### config.mk
export PLATFORM = sky130hd
export DESIGN_NAME = cnn_img_feeder
export DESIGN_NICKNAME = d
export VERILOG_FILES = /design/src/rtl/cnn_img_feeder.sv
export SDC_FILE = /design/constraint.sdc
export NUM_CORES = 2
export LEC_CHECK = 0
export CAP_MARGIN = 30
export CELL_PAD_IN_SITES_DETAIL_PLACEMENT = 1
export CELL_PAD_IN_SITES_GLOBAL_PLACEMENT = 1
export CORE_AREA = 3 3 489 491
export DETAILED_ROUTE_END_ITERATION = 8
export DIE_AREA = 0 0 492 494
export HOLD_SLACK_MARGIN = 0.15
export PLACE_DENSITY = 0.49
export SYNTH_ARGS = -nofsm -noshare
export SYNTH_HDL_FRONTEND = slang
export SYNTH_SLANG_ARGS = --single-unit
### constraint.sdc
create_clock -name clk -period 34.6 [get_ports clk]
set_clock_uncertainty 0.05 [all_clocks]
set_input_delay 3.46 -clock clk [delete_from_list [all_inputs] [get_ports clk]]
set_output_delay 3.46 -clock clk [all_outputs]
set_load 0.05 [all_outputs]
### src/rtl/cnn_img_feeder.sv
// Packs a serial pixel stream into a full CNN image, starts the core, and returns its
// prediction over a valid/ready result channel. A timeout aborts the frame if the core hangs.
module cnn_img_feeder #(
    parameter int PIX_W   = 8,
    parameter int NUM_PIX = 144,
    parameter int TIMEOUT = 4096
) (
    input  logic                     clk,
    input  logic                     rst,
    input  logic [PIX_W-1:0]         s_pix,
    input  logic                     s_valid,
    output logic                     s_ready,
    output logic [NUM_PIX*PIX_W-1:0] cnn_img,
    output logic                     cnn_valid,
    input  logic                     cnn_ready,
    input  logic [31:0]              cnn_predict,
    output logic [31:0]              m_predict,
    output logic                     m_timeout,
    output logic                     m_valid,
    input  logic                     m_ready,
    output logic [15:0]              frame_cnt,
    output logic                     busy
);

    localparam int CW = (NUM_PIX > 1) ? $clog2(NUM_PIX) : 1;
    localparam int TW = (TIMEOUT > 1) ? $clog2(TIMEOUT) : 1;

    typedef enum logic [1:0] {FILL, START, WAIT, RESULT} state_t;

    state_t        state;
    state_t        state_nxt;
    logic [CW-1:0] pix_cnt;
    logic [TW-1:0] tmo_cnt;
    logic          pix_hs;
    logic          last_pix;
    logic          tmo_hit;

    assign pix_hs   = (state == FILL) && s_valid;
    assign last_pix = (pix_cnt == CW'(NUM_PIX - 1));
    assign tmo_hit  = (tmo_cnt == TW'(TIMEOUT - 1));

    assign s_ready  = (state == FILL);
    assign busy     = (state == START) || (state == WAIT);

    always_ff @(posedge clk or posedge rst) begin
        if (rst) begin
            state <= FILL;
        end else begin
            state <= state_nxt;
        end
    end

    always_comb begin
        state_nxt = state;
        case (state)
            FILL:    if (pix_hs && last_pix) state_nxt = START;
            START:   state_nxt = WAIT;
            WAIT:    if (cnn_ready || tmo_hit) state_nxt = RESULT;
            RESULT:  if (m_ready) state_nxt = FILL;
            default: state_nxt = FILL;
        endcase
    end

    // Strobes are registered from the next state so they line up with the state register.
    always_ff @(posedge clk or posedge rst) begin
        if (rst) begin
            cnn_valid <= 1'b0;
            m_valid   <= 1'b0;
        end else begin
            cnn_valid <= (state_nxt == START);
            m_valid   <= (state_nxt == RESULT);
        end
    end

    always_ff @(posedge clk or posedge rst) begin
        if (rst) begin
            cnn_img   <= '0;
            pix_cnt   <= '0;
            tmo_cnt   <= '0;
            m_predict <= '0;
            m_timeout <= 1'b0;
            frame_cnt <= '0;
        end else begin
            if (pix_hs) begin
                cnn_img[pix_cnt*PIX_W +: PIX_W] <= s_pix;
                pix_cnt <= last_pix ? '0 : pix_cnt + 1'b1;
            end
            case (state)
                START: tmo_cnt <= '0;
                WAIT: begin
                    // A completion in the same cycle as the timeout still counts as success.
                    if (cnn_ready) begin
                        m_predict <= cnn_predict;
                        m_timeout <= 1'b0;
                    end else if (tmo_hit) begin
                        m_predict <= '0;
                        m_timeout <= 1'b1;
                    end else begin
                        tmo_cnt <= tmo_cnt + 1'b1;
                    end
                end
                RESULT: if (m_ready) frame_cnt <= frame_cnt + 1'b1;
                default: ;
            endcase
        end
    end

endmodule

# Yosys cells after proc, flatten, opt, wreduce, memory -nomap -nowiden
# Index checks and enable logic that the tools add are counted.
[word_totals]
reg_bits = 1225
inputBits = 45
output_inout_bits = 1205
elab_cells = 47
[classes]
n_addsub = 4
n_eq_ne = 9
shifts = 2
mux = 13
reduce_logical = 10
[ops]
columns = ["cell", "n"]
rows = [
  ["bitwise mux 1152 bit", 1],
  ["variable shift 8 x 34 -> 1152 bit, first input constant", 1],
  ["variable part select 8 x 34 -> 1152 bit", 1],
  ["2-to-1 mux 32 bit", 2],
  ["negation 11 -> 34 bit", 1],
  ["2-to-1 mux 12 bit", 2],
  ["one-hot mux 12 bit (2 select lines)", 1],
  ["adder 16 x 1 -> 16 bit, second input constant", 1],
  ["adder 12 x 1 -> 12 bit, second input constant", 1],
  ["== test 12 bit, second input constant", 1],
  ["adder 8 x 1 -> 8 bit, second input constant", 1],
  ["== test 8 bit, second input constant", 1],
  ["2-to-1 mux 8 bit", 1],
  ["one-hot mux 2 bit (4 select lines)", 1],
  ["== test 2 bit, second input constant", 3],
  ["2-to-1 mux 2 bit", 3],
  ["== test 2 x 1 -> 1 bit, second input constant", 2],
  ["!= test 2 bit, second input constant", 2],
  ["AND reduction 2 bit", 2],
  ["nonzero test 2 bit", 2],
  ["AND reduction 3 bit", 1],
  ["logical AND 1 bit", 2],
  ["zero test 2 bit", 1],
  ["logical OR 1 bit", 2],
  ["2-to-1 mux 1 bit", 2],
]

# Longest topological paths before layout
[logic_depth]
depth_word = 6
mapped_depth = 14
ltp_nobuf = 9

# Worst setup path before layout
# Ideal clock, no wire load.
[synth_timing]
path_kind = "input -> register"
start = "input port s_valid"
end = "register cnn_img[80]"
setup_ns = 0.125
arrival_time_ns = 5.427
required_time_ns = 34.425
slack_ns = 28.999
stages = 6
n_path_buf = 1
path_cell_list = "nand3_2 > a311oi_2 > nand2_1 > clkbuf_1 > nor3_2 > mux2_2"
[synth_via]
elab_chain_len = 1
[synth_rtl]
columns = ["element", "line", "text"]
rows = [
  ["start, declared", "11", "input logic s_valid,"],
  ["logical AND 1 bit", "38", "assign pix_hs = (state == FILL) && s_valid;"],
  ["end signal, assigned by index", "85", "cnn_img[pix_cnt*PIX_W +: PIX_W] <= s_pix;"],
  ["end, declared", "13", "output logic [NUM_PIX*PIX_W-1:0] cnn_img,"],
]
# No other way between the ends.
# A chain may end at the register's enable or synchronous reset.

==> metrics <==
status completed; CP Capture Type async pin; Total GRT Usage 24.0%; fmax 120 MHz; Seq/Total Area, Yosys 58.3%; hold_buf cts 0; fin crit share 24.0%; Clock Latency Late Sink 0.80 ns; clock buffer count from CTS 155; leading area contributor after synthesis dfrtp_1; post-synthesis instance total 4,320; Reg power frac 30.8%; post-route cell area 74,500 sq um; ys async rst share 100%; Final Hold Fails 0; # nets final 5,562; Max Buffers Root-to-Sink 3; Antenna Violating Nets Remaining 0; Initial Util 22.3%; Rel. slew slack 31.0%; die width 492 microns; I/O Buffers 1,249; vias in the first global route 45.0k; Tmin final 8.32 ns; Routed Wire Length 300,000 microns; Net Sw Power 0.00234 W; switching share of power 44.4%; pwr/cell area 70.9 nW/um^2; Reg clk slew, reported paths 0.06 ns; initial drt markers 2,448; Synth Register Bits 1,225; die area 243,000 sq um; Sink Count 1,225; top_reg_cell synth dfrtp_1; unrepaired setup endpoints after global routing no; via count 42.3k; HPWL after detailed placement 221,000 microns; mean area per synthesized cell 12.2 sq um; postcts setup bufs 0; Hold WC Path Type flip-flop to flip-flop; CTS tree yes; GRT overflow 0; largest net degree at the start of global routing 159; number of synthesized flops with an enable pin 0; critical path type input pin to async pin; most frequent cells in the layout clkdlybuf4s50_1, dfrtp_1, mux2_2; area share of the largest cell type after synthesis 58.3%; Pint 0.00294 W; Syn Nets 4,374; HP Start cnn_img[69]$_DFFE_PP0P_; Worst Path Max Fanout 158; cts repair resizes 0; layout cells sized above 1 22.8%; P&R area growth vs syn 41.8%; placed inst area 69,200 sq um; Die Span Y 494 microns; Max H-tree Level 4; Worst Tran Pin Value 1.03 ns; VDD IR max 0.0510 mV; Setup crit start rst; setup_tns 0 ns; crit path DAT 9.04 ns; first-pass GRT wire length 408,000 microns; Synthesis Warnings 0; Clk pwr share 31.9%; CP Launch Type input pin; LEAKAGE 32.0 nW; routed vias/inst 4.82; initial antenna violation count 24; cell at the root of the clock tree clkbuf_16; Cell Rows 178; Synth area leaders dfrtp_1, mux2_2, o21ai_0, o31ai_1, nor3_1; final number of max-transition violations 0; Avg WL per Cell 34.2 microns; mapped cell area 52,600 sq um; # setup viols final 0; drc violations 0; 1st-pass router iterations 5; most common cell after layout, fill and taps aside clkdlybuf4s50_1; hold_ws 0.428 ns; Synth cell types 76; Comb power frac 37.3%; CP required 35.31 ns; Ports 1,250; gp weighted congestion 0.810; MaxCap Viol Count 0; Core Region 235,000 sq um; reg-to-reg startpoint pix_cnt[3]$_DFFE_PP0P_
final cells by class:
cell class,instances,area (sq um)
Timing Repair Buffer,1405,13900
Multi-Input combinational cell,2640,20400
Fill cell,25510,161000
Sequential cell,1225,30700
Tap cell,3150,3940
Clock buffer,221,4490
Clock inverter,54,746
Inverter,81,308
Antenna cell,4,10.0
per-stage QoR:
| step | util [%] | total power (W) | cells | setup slack, ns |
|---|---|---|---|---|
| 5_1_grt | 31.7 | 0.00550 | 8778 | 25.58 |
| 4_1_cts | 31.7 | 0.00538 | 8774 | 26.12 |
| 3_5_place_dp | 29.4 | 0.00366 | 8499 | 25.25 |
| 6_report | 31.7 | 0.00528 | 8780 | 26.28 |
| 2_1_floorplan | - | 0.00266 | 4320 | 14.16 |
| 3_3_place_gp | 29.2 | 0.00363 | 8474 | 25.28 |
synthesized netlist by cell type, types with 4 or more instances:
| cell | instances |
|---|---|
| dfrtp_1 | 1225 |
| mux2_2 | 698 |
| o21ai_0 | 407 |
| clkbuf_1 | 266 |
| o31ai_1 | 264 |
| nor2_1 | 248 |
| nor3_1 | 226 |
| nand2_1 | 115 |
| nand3_1 | 85 |
| inv_1 | 81 |
| buf_2 | 72 |
| mux2i_1 | 64 |
| nor4_1 | 55 |
| o41ai_1 | 53 |
| or3_1 | 45 |
| nor3_4 | 38 |
| a22o_1 | 32 |
| nand4_1 | 28 |
| or2_2 | 27 |
| a21o_1 | 24 |
| xnor2_1 | 22 |
| o21ai_1 | 20 |
| and3_1 | 19 |
| buf_1 | 18 |
| nor3_2 | 15 |
| nand2b_1 | 14 |
| nor2_2 | 13 |
| and2_1 | 12 |
| buf_4 | 11 |
| ha_1 | 9 |
| nor4_4 | 9 |
| mux2_4 | 8 |
| xor2_1 | 8 |
| buf_6 | 7 |
| o211ai_1 | 6 |
| and4_1 | 5 |
| o2111ai_1 | 5 |
| or4_1 | 5 |
| and2_0 | 4 |
| nor2b_1 | 4 |
routing by layer:
layer | track usage, % | vias to the layer above | wire length, microns
li1 | - | 18042 | -
met1 | 28.3 | 22607 | 120000
met2 | 41.6 | 1374 | 148000
met3 | 8.07 | 310 | 23700
met4 | 6.40 | 2 | 8450
met5 | 0 | - | 13
power groups by stage:
stage	combinational, W	clock [W]	sequential [W]
2_1_floorplan	0.000677	0	0.00198
3_3_place_gp	0.00198	0	0.00165
3_5_place_dp	0.00201	0	0.00165
4_1_cts	0.00202	0.00174	0.00163
5_1_grt	0.00207	0.00180	0.00164
6_report	0.00197	0.00169	0.00163
flip-flops by register name, summed over array words and instances (netlist names):
signal and count:
m_valid 1, cnn_img 1152, cnn_valid 1, frame_cnt 16
m_timeout 1, m_predict 32, pix_cnt 8, tmo_cnt 12
state 2
kinds of logic (layout without fill, tap and decap cells):
kind of cell    Yosys count  after routing  synth area share (%)
compound gates          846            846                  10.4
xor+xnor                 30             30                 0.500
fa+ha+maj                 9              9                 0.214
buf+inv                 455           1761                  3.60
flops                  1225           1225                  58.3
mux                     772            772                  16.4
other cells               0              4                     0
simple gates            983            983                  10.5
path summary, 6_finish.rpt:
kind | endpoint | slack (ns) | depth (start not counted)
max | cnn_img[1059]$_DFFE_PP0P_ | 26.28 | 8
min | cnn_img[69]$_DFFE_PP0P_ | 0.43 | 1
max reg2reg | cnn_img[116]$_DFFE_PP0P_ | 29.32 | 9
min reg2reg | cnn_img[69]$_DFFE_PP0P_ | 0.43 | 1
max in group clk | cnn_img[116]$_DFFE_PP0P_ | 27.85 | 6
min in group asynchronous | cnn_img[331]$_DFFE_PP0P_ | 3.01 | 2
critical path: stages:
cell	delay, ns
clkdlybuf4s50_1	0.44
clkinvlp_4	0.38
buf_4	0.68
buf_4	0.79
buf_4	0.78
buf_4	0.68
buf_4	0.74
buf_12	0.62
(Power assumes the default switching activity.)
